--- config.mk ---
export PLATFORM = sky130hd
export DESIGN_NAME = fifo_drain_reader
export DESIGN_NICKNAME = d
export VERILOG_FILES = /design/src/rtl/fifo_drain_reader_pkg.sv /design/src/rtl/fifo_drain_reader_rd_counter.sv /design/src/rtl/fifo_drain_reader.sv
export SDC_FILE = /design/constraint.sdc
export NUM_CORES = 1
export LEC_CHECK = 0
export ABC_CLOCK_PERIOD_IN_PS = 1500
export BUFFER_PORTS_ARGS = -buffer_cell sky130_fd_sc_hd__buf_2
export CAP_MARGIN = 5
export CORE_MARGIN = 2
export CORE_UTILIZATION = 46
export CTS_BUF_LIST = sky130_fd_sc_hd__clkbuf_4 sky130_fd_sc_hd__clkbuf_8 sky130_fd_sc_hd__clkbuf_16
export DETAILED_ROUTE_END_ITERATION = 16
export HOLD_SLACK_MARGIN = 0.12
export PLACE_DENSITY = 0.77
export SYNTH_ARGS = -nofsm -noshare
export SYNTH_HDL_FRONTEND = slang
export SYNTH_HIERARCHICAL = 1
export SYNTH_SLANG_ARGS = --single-unit
--- constraint.sdc ---
create_clock -name clk -period 1.5 [get_ports clk]
set_input_delay 0.15 -clock clk [delete_from_list [all_inputs] [get_ports clk]]
set_output_delay 0.15 -clock clk [all_outputs]
set_load 0.01 [all_outputs]
--- src/rtl/fifo_drain_reader_pkg.sv ---
// Shared widths, batch size and controller state encoding for the
// result-FIFO drain reader.
package fifo_drain_reader_pkg;

  localparam int unsigned DRAIN_DW    = 21;
  localparam int unsigned DRAIN_BATCH = 4;
  localparam int unsigned DRAIN_CW    = 3;

  typedef enum logic [2:0] {
    ST_IDLE    = 3'd0,
    ST_CHECK   = 3'd1,
    ST_READ    = 3'd2,
    ST_LATCH   = 3'd3,
    ST_PRESENT = 3'd4,
    ST_DONE    = 3'd5
  } state_e;

endpackage

--- src/rtl/fifo_drain_reader_rd_counter.sv ---
// Per-batch word counter: ld clears, en increments, term flags the last
// word of a batch (count == BATCH-1).
module rd_counter #(
  parameter int unsigned CW    = 3,
  parameter int unsigned BATCH = 4
) (
  input  logic          clk,
  input  logic          rst,
  input  logic          ld,
  input  logic          en,
  output logic [CW-1:0] cnt,
  output logic          term
);

  logic [CW-1:0] cnt_q;
  logic [CW-1:0] cnt_d;

  // Next count; the BATCH guard keeps the count bounded even if en misfires.
  always_comb begin
    cnt_d = cnt_q;
    if (ld) begin
      cnt_d = '0;
    end else if (en && (cnt_q != CW'(BATCH))) begin
      cnt_d = cnt_q + CW'(1);
    end else begin
      cnt_d = cnt_q;
    end
  end

  // Count register.
  always_ff @(posedge clk or posedge rst) begin
    if (rst) begin
      cnt_q <= '0;
    end else begin
      cnt_q <= cnt_d;
    end
  end

  assign cnt  = cnt_q;
  assign term = (cnt_q == CW'(BATCH - 1));

endmodule

--- src/rtl/fifo_drain_reader.sv ---
// Consumer of the result FIFO: pops one word at a time, presents it on a
// valid/ready port and signals done after each batch.
module fifo_drain_reader
  import fifo_drain_reader_pkg::*;
#(
  parameter int unsigned DW    = DRAIN_DW,
  parameter int unsigned BATCH = DRAIN_BATCH,
  parameter int unsigned CW    = DRAIN_CW
) (
  input  logic          clk,
  input  logic          rst,
  input  logic          start,
  input  logic          empty,
  input  logic [DW-1:0] q,
  output logic          rdreq,
  output logic [DW-1:0] out_data,
  output logic          out_valid,
  input  logic          out_ready,
  output logic [CW-1:0] word_cnt,
  output logic          done
);

  state_e        state_q;
  state_e        state_d;
  logic [DW-1:0] out_data_q;
  logic [DW-1:0] out_data_d;
  logic          cnt_ld;
  logic          cnt_en;
  logic          cnt_term;

  rd_counter #(
    .CW    (CW),
    .BATCH (BATCH)
  ) u_rd_counter (
    .clk  (clk),
    .rst  (rst),
    .ld   (cnt_ld),
    .en   (cnt_en),
    .cnt  (word_cnt),
    .term (cnt_term)
  );

  // Controller next-state; empty is only trusted in CHECK since we are the sole reader.
  always_comb begin
    state_d    = state_q;
    out_data_d = out_data_q;
    cnt_ld     = 1'b0;
    cnt_en     = 1'b0;
    case (state_q)
      ST_IDLE: begin
        if (start) begin
          cnt_ld  = 1'b1;
          state_d = ST_CHECK;
        end else begin
          state_d = ST_IDLE;
        end
      end
      ST_CHECK: begin
        if (!empty) begin
          state_d = ST_READ;
        end else begin
          state_d = ST_CHECK;
        end
      end
      ST_READ: begin
        state_d = ST_LATCH;
      end
      ST_LATCH: begin
        out_data_d = q;
        state_d    = ST_PRESENT;
      end
      ST_PRESENT: begin
        if (out_ready) begin
          cnt_en  = 1'b1;
          state_d = cnt_term ? ST_DONE : ST_CHECK;
        end else begin
          state_d = ST_PRESENT;
        end
      end
      ST_DONE: begin
        if (start) begin
          state_d = ST_IDLE;
        end else begin
          state_d = ST_DONE;
        end
      end
      default: begin
        state_d = ST_IDLE;
      end
    endcase
  end

  // State and captured-word registers.
  always_ff @(posedge clk or posedge rst) begin
    if (rst) begin
      state_q    <= ST_IDLE;
      out_data_q <= '0;
    end else begin
      state_q    <= state_d;
      out_data_q <= out_data_d;
    end
  end

  assign rdreq     = (state_q == ST_READ);
  assign out_valid = (state_q == ST_PRESENT);
  assign done      = (state_q == ST_DONE);
  assign out_data  = out_data_q;

endmodule

==> results of run 1 <==
[worst max-delay path: stages, from the launching register on]
cell,delay [ns]
dfrtp_1,0.41
buf_4,0.17
nor2_2,0.12
and2_1,0.13
buf_2,0.13
[power breakdown]
part           leakage (nW)  switching [mW]  internal, mW  total [mW]
Combinational         0.654           0.695         0.974        1.67
Clock                0.0184           0.193         0.122       0.315
Sequential            0.325           0.183          1.07        1.25
Total                 0.997            1.07          2.16        3.23
[flip-flops by register name, summed over array words and instances, names as in the netlist]
name              flops
out_data             21
state_q               3
u_rd_counter/cnt      3
[cells in the final DEF, fill, tap and decap left out, drive strengths merged]
cell         instances
buf                 61
dfrtp               27
dlygate4sd3         25
mux2                21
inv                  9
nor2                 5
clkbuf               4
o21ai                3
ha                   3
a21oi                2
or2b                 2
nand3                1
nand2b               1
nor3b                1
and2                 1
o311ai               1
nor4b                1
nand2                1
nor2b                1
o211ai               1
o21a                 1
a21boi               1
mux2i                1
xnor2                1
[timing repair]
| item | 4_1_cts | 5_1_grt |
|---|---|---|
| buffers inserted | 0 | 1 |
| hold buffers | 25 | 0 |
| hold endpoints to repair | 51 | 0 |
| endpoints found under the setup margin | 0 | 3 |
| resized for setup | 0 | 2 |
[area by class of cell]
class	instances	area, um^2	area share
Inverter	9	33.8	0.0179
Sequential cell	27	676	0.359
Tap cell	30	37.5	0.0199
Multi-Input combinational cell	49	529	0.281
Timing Repair Buffer	86	578	0.307
Clock buffer	4	30.0	0.0159
[layer usage]
layer,vias to the layer above,share of wire,global-route usage
li1,468,-,-
met1,474,0.40,0.216
met2,34,0.53,0.346
met3,2,0.062,0.0372
met4,0,0.0048,0.0306
met5,-,0,0
[path summary, 6_finish.rpt]
check | cells past startpoint | to | from
worst min-delay path | 3 | u_rd_counter/cnt[0] | rst
max in group asynchronous | 4 | out_data[10] | rst
min in group clk | 1 | out_data[0] | out_data[0]
worst max-delay path | 4 | rdreq | state_q[0]
worst min register to register | 1 | out_data[0] | out_data[0]
worst max register to register | 6 | u_rd_counter/cnt[1] | state_q[1]
[kinds of logic after synthesis]
group | share of synthesized area
buf+inv | 0.0452
mux | 0.255
flops | 0.542
compound gates | 0.0542
simple gates | 0.0663
fa+ha+maj | 0.0301
xor+xnor | 0.00703
[per-stage QoR]
| stage | area, um^2 | utilization |
|---|---|---|
| global placement | 1590 | 0.629 |
| CTS | 1870 | 0.740 |
| global route | 1880 | 0.747 |
| detailed placement | 1590 | 0.629 |
| floorplan | 1250 | - |
| finish | 1880 | 0.747 |
==> impl_results.md, run 1 <==
- Layout area overhead: 51.2%
- Syn_area_per_cell: 14.3 um^2
- Via-per-instance ratio: 4.77
- Nets: 205
- Critical path class: flip-flop to primary output
- FILL cells: 163
- Placed wire-length estimate: between 1500 and 2000 um
- Final Critical Period: ~1.4 ns
- Crit. End Element: primary output
- Critical path fanouts, max: 5
- First-pass GRT wire length: 4580 um
- Total power: 3.23 mW
- Largest net degree at the start of global routing: 15
- Measured slew at the worst slew-check pin: 0.241 ns
- Via Count: 978
- CTS tree: done
- CTS clk-pin slew, worst paths: 0.14 ns
- Inserted Clock Buffers: 3
- Post-synthesis cell count: 87
- Post-DRT Antenna Nets: 0
- Pre-CTS setup slack: 0.145 ns
- GRT Total Usage: 0.184
- Count of pins over their slew limit: 0
- I/O Buffers: 52
- Yosys top cell by area: dfrtp_1
- H-tree depth: 1
- Starting DRT DRC Count: 23
- Yosys cell types: 24
- GPL Wtd Cong: 0.701
- Routed wire length: 2710 um
- Initial Utilization: 0.494
- TNS Setup: 0 ns
- FFs w/ async S/R, synth: 1.00
- Max Fclk: between 700 and 800 MHz
- Core area: 0.00252 mm^2
- Max-slew headroom: 0.837
- Pleak: between 0.9 and 1 nW
- Row Count: 18
- Finished Layout Cells: 205
- Most frequent cell after synthesis: dfrtp_1
- Worst hold path class: input pin to async pin
- Yosys warns: 6
- Share of the synthesized area in the top cell type: 0.542
- Initial antenna violation count: 0
- Worst Setup Start Kind: flip-flop
- Clock Skews: 0.00415 ns
- Dominant synthesized flop cell: dfrtp_1
- Top cells by area, synth: dfrtp_1 (54%), mux2_4 (23%), ha_1 (3.0%), inv_1 (2.4%), buf_6 (1.8%)
- VDD IR max: 0.00118 V
- Worst Hold Slack: 0.249 ns
- Clock buffer depth: 2
- Share of cells above drive strength 1: 0.526
- Mapped cell area: 0.00125 mm^2
- Post-layout worst setup margin: 0.0947 ns
- Drc violations: 0
- Clock sink count: 27
- FF+latch count, synth: 27
- Net count after synthesis: about 120
- Clock latency on the worst-skew pair: just over 0.3 ns
- Final worst-path cycle share: 0.937
- Die Wd: 56.1 um
- Status: finished, final reports clean
- Top post-synthesis cells by count: dfrtp_1 (27), mux2_4 (19), inv_1 (8)
- Clock Tree Root: clkbuf_4
- Max cap viols: 0
- Die area: 0.00314 mm^2
- Reg2Reg Setup Slack: between 0.1 and 0.15 ns
- GRT overflow: 0
- Setup Viol. Count Final: 0
- WP data arrival: between 1 and 1.5 ns
- Placed cell count: 175
- Routed length per instance: ~13 um
- PD cells: roughly 1700 mW/mm^2
- Worst endpoint required time: 1.35 ns
- DRT Pass-1 Iters: 4
- Vias in the first global route: 1009
- EDFF count, synth: 0
- Final Hold Viols: 0
- Ant. Diodes: 0
- Num ports: 53
- Die Ht: approximately 56 um
- Sequential area share after synthesis: 0.542
Note: power is estimated with default switching activity, not from simulation.
==> run 2, diff against run 1 <==
--- a/config.mk
+++ b/config.mk
@@ -5,7 +5,7 @@
 export SDC_FILE = /design/constraint.sdc
 export NUM_CORES = 1
 export LEC_CHECK = 0
-export ABC_CLOCK_PERIOD_IN_PS = 1500
+export ABC_CLOCK_PERIOD_IN_PS = 1400
 export BUFFER_PORTS_ARGS = -buffer_cell sky130_fd_sc_hd__buf_2
 export CAP_MARGIN = 5
 export CORE_MARGIN = 2
==> constraint.sdc (replaced) <==
create_clock -name clk -period 1.4 [get_ports clk]
set_input_delay 0.14 -clock clk [delete_from_list [all_inputs] [get_ports clk]]
set_output_delay 0.14 -clock clk [all_outputs]
set_load 0.01 [all_outputs]
==> impl_results.md, run 2 (synthesis gave the netlist of run 1 again) <==
- CTS clk-pin slew, worst paths: 0.14 ns (about the same)
- Via Count: 1014 (+3.7%)
- Nets: 210 (+2.4%)
- Die area: 0.00314 mm^2 (unchanged)
- Hold Startpoint: out_ready
- Clock network fraction of design power: 0.085 (-0.012)
- Routed wire length: 3090 um (+14%)
- Worst Setup Start Kind: flip-flop
- Vias in the first global route: 1073 (+6.3%)
- Routed length per instance: 14.7 um (+11%)
- FILL cells: 155 (-4.9%)
- Initial Utilization: 0.494 (unchanged)
- Max-slew headroom: 0.853 (+0.0161)
- Seq pwr share: 0.377 (-0.010)
- Post-layout worst setup margin: -0.0793 ns (-0.174 ns)
- Combinational power share: 0.537 (+0.021)
- Clock sink count: 27 (unchanged)
- H-tree depth: 1 (unchanged)
- Most frequent cells in the layout: buf_2 (51), dfrtp_1 (27), dlygate4sd3_1 (24), mux2_4 (19), buf_4 (11)
- Clock Skews: 0.00894 ns (+0.00479 ns)
- RSZ-0062 raised after global routing: yes
- GPL Wtd Cong: 0.746 (+6.5%)
- Drc violations: 0 (unchanged)
- Worst endpoint required time: 1.62 ns (+0.27 ns)
- Final Critical Period: roughly 1.5 ns
- Inserted Clock Buffers: 3 (unchanged)
- Share of cells above drive strength 1: 0.567 (+0.0410)
- Cell Int Power: 2.41 mW (+11%)
- Max FFs per register: 21 (unchanged)
- Clock latency on the worst-skew pair: 0.31 ns (about the same)
- Worst hold path class: input pin to flip-flop
- Setup Viol. Count Final: 3 (+3)
- Ant. Diodes: 0 (unchanged)
- Count of pins over their slew limit: 0 (unchanged)
- I/O Buffers: 52 (unchanged)
- GRT Total Usage: 0.204 (+0.0204)
- Layout area overhead: 57.6%
- Final Hold Viols: 0 (unchanged)
- Wire length on met1: 1240 um (+14%)
- Via-per-instance ratio: 4.83 (+1.2%)
- Measured slew at the worst slew-check pin: 0.216 ns (-0.0242 ns)
- Critical path class: flip-flop to flip-flop
- Clock buffer depth: 2 (unchanged)
- FF-to-FF Start: state_q[1]
- Placed wire-length estimate: 1990 um (+8.6%)
- Clock Tree Root: clkbuf_4
- Failing checks: negative setup slack
- Starting DRT DRC Count: 22 (-4.3%)
- Status: finished with violations
- Core area: 0.00252 mm^2 (unchanged)
- Metal3 WL: 142 um (-15%)
- Critical path fanouts, max: 3 (-2)
- Die Wd: 56.1 um (unchanged)
- DRT Pass-1 Iters: 4 (unchanged)
- Max cap viols: 0 (unchanged)
- Commonest non-fill, non-tap cell in the layout: buf_2
- First-pass GRT wire length: 4970 um (+8.6%)
- WP data arrival: 1.70 ns (+0.44 ns)
- Top routing layer in use: met4
- Metal2 WL: 1670 um (+16%)
- Die Ht: 56.1 um (unchanged)
- Crit. End Element: flip-flop
- Final worst-path cycle share: 1.06
- PD cells: 1860 mW/mm^2 (+8.3%)
- Sw Share: 0.341 (+0.00986)
- Initial antenna violation count: 0 (unchanged)
- GRT overflow: 0 (unchanged)
- Core Util, Final: 0.779 (+0.0317)
- CTS tree: done
- TNS Setup: -0.143 ns (-0.143 ns)
- Pleak: 1.03 nW (+3.2%)
- Largest net degree at the start of global routing: 17 (+2)
- VDD IR max: 0.00123 V (+4.0%)
- Max Fclk: 676 MHz
- Worst setup startpoint: state_q[1]
- NetSw: 1.25 mW (+16%)
- Post-DRT Antenna Nets: 0 (unchanged)
- Row Count: 18 (unchanged)
- Num ports: 53 (unchanged)
run 2: what timing repair did:
item / in CTS / in global routing
buffers inserted: 2 / 4
setup endpoints to repair: 3 / 6
hold buffers: 24 / 0
endpoints found under the hold margin: 50 / 0
gates resized for setup: 4 / 8
pin swaps: 2 / 5
run 2: layout make-up:
type                            instances  area (um^2)  share of cell area
Inverter                                9         33.8              0.0172
Clock buffer                            3         22.5              0.0115
Multi-Input combinational cell         49          547               0.278
Clock inverter                          1         5.00             0.00255
Tap cell                               30         37.5              0.0191
Timing Repair Buffer                   91          643               0.327
Sequential cell                        27          676               0.344
run 2: critical path, cell delays in order (launching register included):
cell      delay (ns)
dfrtp_1         0.46
nor3b_2         0.24
nand2_1         0.12
inv_2           0.08
a21boi_4        0.19
buf_4           0.13
xnor2_1         0.11
nor2_1          0.07
run 2: path summary, 6_finish.rpt:
check,end,slack (ns),cells past startpoint
worst max-delay path,u_rd_counter/cnt[0],-0.08,7
worst min-delay path,state_q[2],0.17,4
worst max register to register,u_rd_counter/cnt[0],-0.08,7
min in group asynchronous,u_rd_counter/cnt[0],0.22,3
max in group asynchronous,out_data[7],0.87,4
worst min register to register,out_data[6],0.52,1
run 2: per-layer routing:
layer / up-vias / track usage
li1: 480 / -
met1: 486 / 0.223
met2: 40 / 0.397
met3: 8 / 0.0349
met4: 0 / 0.0578
met5: - / 0
run 2: power by group through the flow:
| stage | clock network, mW | logic [mW] | registers [mW] |
|---|---|---|---|
| floorplan | 0 | 0.913 | 1.53 |
| global placement | 0 | 1.69 | 1.35 |
| detailed placement | 0 | 1.72 | 1.38 |
| CTS | 0.331 | 1.85 | 1.36 |
| global route | 0.363 | 2.10 | 1.42 |
| finish | 0.312 | 1.96 | 1.38 |
run 2: through the flow:
stage                     instances  area, um^2  hold slack (ns)  power [mW]  worst slack [ns]
final                           210        1960            0.170        3.65           -0.0793
after global placement          176        1610           0.0256        3.04            0.0779
after global routing            210        1960            0.197        3.88            -0.169
after detailed placement        176        1610           0.0258        3.10           -0.0205
after floorplan                  87        1250           -0.106        2.45           -0.0562
after CTS                       206        1900            0.155        3.54          -0.00793
==> run 3, diff against run 2 <==
--- a/config.mk
+++ b/config.mk
@@ -5,15 +5,16 @@
 export SDC_FILE = /design/constraint.sdc
 export NUM_CORES = 1
 export LEC_CHECK = 0
+export ABC_AREA = 1
 export ABC_CLOCK_PERIOD_IN_PS = 1400
 export BUFFER_PORTS_ARGS = -buffer_cell sky130_fd_sc_hd__buf_2
 export CAP_MARGIN = 5
 export CORE_MARGIN = 2
-export CORE_UTILIZATION = 46
+export CORE_UTILIZATION = 48
 export CTS_BUF_LIST = sky130_fd_sc_hd__clkbuf_4 sky130_fd_sc_hd__clkbuf_8 sky130_fd_sc_hd__clkbuf_16
 export DETAILED_ROUTE_END_ITERATION = 16
 export HOLD_SLACK_MARGIN = 0.12
-export PLACE_DENSITY = 0.77
+export PLACE_DENSITY = 0.79
 export SYNTH_ARGS = -nofsm -noshare
 export SYNTH_HDL_FRONTEND = slang
 export SYNTH_HIERARCHICAL = 1
==> impl_results.md, run 3 <==
- Share of cells above drive strength 1: 0.472 (-0.0951)
- Routed length per instance: 11.5 um (-22%)
- Post-layout worst setup margin: 0.0209 ns (+0.100 ns)
- Cell Int Power: 2.11 mW (-12%)
- Via Count: 1204 (+19%)
- CTS clk-pin slew, worst paths: 0.13 ns (about the same)
- CTS tree: done
- FF-to-FF Start: state_q[2]
- Clock Tree Root: clkbuf_4
- Sequential area share after synthesis: 0.495 (-0.0477)
- Worst hold path class: input pin to async pin
- Yosys cell types: 14 (-42%)
- Adder-cell share of the synthesized area: 0.0275 (-0.00265)
- Clock buffer depth: 2 (unchanged)
- Num ports: 53 (unchanged)
- Reg2Reg Setup Slack: 0.10 ns (+0.18 ns)
- Clock sink count: 27 (unchanged)
- Measured slew at the worst slew-check pin: 0.300 ns (+0.0838 ns)
- Critical path fanouts, max: 5 (+2)
- R2r endpoint: u_rd_counter/cnt[0]
- Path depth of the worst reg2reg path: 8 (+1)
- Yosys warns: 6 (unchanged)
- FF+latch count, synth: 27 (unchanged)
- CP top delay family: flip-flops
- Setup Viol. Count Final: 0 (-3)
- Max stage delay cell, worst path: dfrtp_2
- Placed Area: 0.00166 mm^2 (+3.0%)
- Ant. Diodes: 0 (unchanged)
- Final Hold Viols: 0 (unchanged)
- Dominant synthesized flop cell: dfrtp_1
- Slowest stage delay, CP: 0.49 ns (+0.03 ns)
- Layout area overhead: 44.4%
- Die Ht: 57.4 um (+2.3%)
- Top cells by area, synth: dfrtp_1 (49%), o21ai_2 (13%), inv_1 (10%), nand2_2 (8.7%), nand2_1 (3.8%)
- Cell area after layout: 0.00197 mm^2 (+0.45%)
- Vias in the first global route: 1225 (+14%)
- FFs w/ async S/R, synth: 1.00 (unchanged)
- Core area: 0.00273 mm^2 (+8.4%)
- Largest family of logic cells by synthesized area: simple AND/OR/NAND/NOR gates
- Post-synthesis compound-gate area fraction: 0.138 (+0.0841)
- NetSw: 1.49 mW (+20%)
- GPL Wtd Cong: 0.799 (+7.1%)
- Finished Layout Cells: 260 (+24%)
- Placed cell count: 228 (+30%)
- Drc violations: 0 (unchanged)
- Post-synthesis xor/xnor area fraction: 0 (-0.00703)
- Worst endpoint required time: 1.26 ns (-0.36 ns)
- Max Fclk: 725 MHz (+7.3%)
- Max-slew headroom: 0.800 (-0.0536)
- Pre-CTS setup slack: 0.153 ns (+0.174 ns)
- Die Wd: 57.4 um (+2.3%)
- Final Critical Period: 1.38 ns (-0.100 ns)
- Critical path class: flip-flop to primary output
- Most frequent cells in the layout: buf_2 (52), inv_1 (38), dlygate4sd3_1 (25), dfrtp_1 (25), o21ai_2 (21)
- Core Util, Final: 0.722 (-0.0570)
- Initial antenna violation count: 0 (unchanged)
- Routed wire length: 3000 um (-3.1%)
- Nets: 259 (+23%)
- VDD IR max: 0.00126 V (+2.3%)
- CP bufs+invs: 2 (unchanged)
- I/O Buffers: 52 (unchanged)
- WP data arrival: 1.24 ns (-0.46 ns)
- FILL cells: 223 (+44%)
- Yosys top cell by area: dfrtp_1
- Final worst-path cycle share: 0.985 (-0.0715)
- Clock Skews: 0.000939 ns (-0.00800 ns)
- Seq pwr share: 0.400 (+0.023)
- Starting DRT DRC Count: 37 (+68%)
- Synth Area in Simple Gates: 0.200 (+0.133)
- Post-DRT Antenna Nets: 0 (unchanged)
- Status: finished, final reports clean
- Net count after synthesis: 175 (+51%)
- EDFF count, synth: 0 (unchanged)
- Top post-synthesis cells by count: inv_1 (38), dfrtp_1 (27), o21ai_2 (21)
- Initial Utilization: 0.500 (+0.00572)
- Placed wire-length estimate: 2000 um (+0.72%)
- Combinational power share: 0.506 (-0.031)
- Share of the synthesized area in the top cell type: 0.495 (-0.0477)
- PD cells: 1830 mW/mm^2 (-1.7%)
- DRT Pass-1 Iters: 5 (+1)
- CP Cell Sequence: nand3b_1 > inv_1 > buf_2
- H-tree depth: 1 (unchanged)
- Worst Setup Start Kind: flip-flop
- Max cap viols: 0 (unchanged)
- Via-per-instance ratio: 4.63 (-4.1%)
- Pleak: 1.13 nW (+9.8%)
- First-pass GRT wire length: 4860 um (-2.4%)
- Die area: 0.00329 mm^2 (+4.7%)
- GRT overflow: 0 (unchanged)
- Inserted Clock Buffers: 3 (unchanged)
- Clock latency on the worst-skew pair: 0.31 ns (about the same)
- Count of pins over their slew limit: 0 (unchanged)
- Syn_area_per_cell: 9.36 um^2 (-35%)
- Post-synthesis cell count: 146 (+68%)
- Crit. End Element: primary output
- RSZ-0062 raised after global routing: yes
- Mapped cell area: 0.00137 mm^2 (+9.6%)
- Sw Share: 0.414 (+0.0728)
- Most frequent cell after synthesis: inv_1
- Max FFs per register: 21 (unchanged)
- Clock network fraction of design power: 0.094 (+0.009)
- Largest net degree at the start of global routing: 29 (+12)
- Post-synthesis mux area share: 0 (-0.255)
- GRT Total Usage: 0.190 (-0.0143)
- Commonest non-fill, non-tap cell in the layout: buf_2
- Row Count: 19 (+1)
==> run 3: changes by cell type after synthesis, moves of 2 or more <==
cell,delta
buf_6,+2
o21ai_2,+21
inv_1,+30
o21ai_0,-2
nand3_1,+7
or2b_1,-2
nand4_1,+3
nand2_1,+13
nand2_2,+19
mux2_4,-19
mux2_2,-2
a21oi_1,-2
==> run 3: repair_timing <==
action / CTS / global route
pin swaps: 0 / 0
endpoints found under the setup margin: 2 / 3
endpoints found under the hold margin: 50 / 0
setup buffers: 2 / 1
hold buffers: 25 / 0
resized for setup: 2 / 3
==> run 3: power groups by stage <==
| stage | Sequential (mW) | Combinational, mW | Clock (mW) |
|---|---|---|---|
| 2_1_floorplan | 1.58 | 0.991 | 0 |
| 3_3_place_gp | 1.42 | 1.60 | 0 |
| 3_5_place_dp | 1.45 | 1.67 | 0 |
| 4_1_cts | 1.43 | 1.79 | 0.360 |
| 5_1_grt | 1.49 | 1.98 | 0.392 |
| 6_report | 1.44 | 1.82 | 0.340 |
==> run 3: layout make-up <==
cell class / count / area, um^2 / area share
clock buffer: 4 / 30.0 / 0.0152
inverter: 39 / 146 / 0.0742
timing repair buffer: 83 / 568 / 0.288
tap: 31 / 38.8 / 0.0197
sequential: 27 / 678 / 0.344
multi-input combinational: 76 / 512 / 0.259
==> run 3: logic make-up (layout without fill, tap and decap cells) <==
family / count (synthesis) / after routing
simple gates: 51 / 51
buf+inv: 43 / 126
flops: 27 / 27
compound gates: 22 / 22
fa+ha+maj: 3 / 3
==> run 3: worst max path at each step <==
stage | from | endpoint | slack [ns] | cells after the start
5_1_grt | state_q[0] | rdreq | -0.04 | 3
2_1_floorplan | u_rd_counter/cnt[0] | u_rd_counter/cnt[2] | 0.26 | 5
3_5_place_dp | state_q[0] | u_rd_counter/cnt[2] | 0.15 | 7
6_report | state_q[0] | rdreq | 0.02 | 3
4_1_cts | state_q[0] | rdreq | 0.02 | 3
3_3_place_gp | state_q[0] | u_rd_counter/cnt[1] | 0.25 | 6
==> run 3: layer usage <==
metal | wire length (um) | part of all wire | track usage
met5 | 0 | 0 | 0
met4 | 64 | 0.021 | 0.0631
met3 | 135 | 0.045 | 0.0317
met2 | 1590 | 0.53 | 0.372
met1 | 1210 | 0.40 | 0.201
==> run 3: worst register-to-register path, stage by stage, from the launching register on <==
cell and delay, ns:
dfrtp_1 0.42, buf_4 0.16, buf_4 0.13, nor2_1 0.10
nand2_1 0.08, inv_1 0.09, inv_1 0.08, nand4_1 0.10
nand2_1 0.05
==> run 3: metrics by stage <==
stage | TNS, ns | hold slack (ns) | power, mW
after floorplan | 0 | -0.106 | 2.57
after global placement | 0 | 0.0197 | 3.02
after detailed placement | 0 | 0.0327 | 3.12
after CTS | 0 | 0.223 | 3.58
after global routing | -0.0587 | 0.225 | 3.87
final | 0 | 0.233 | 3.61
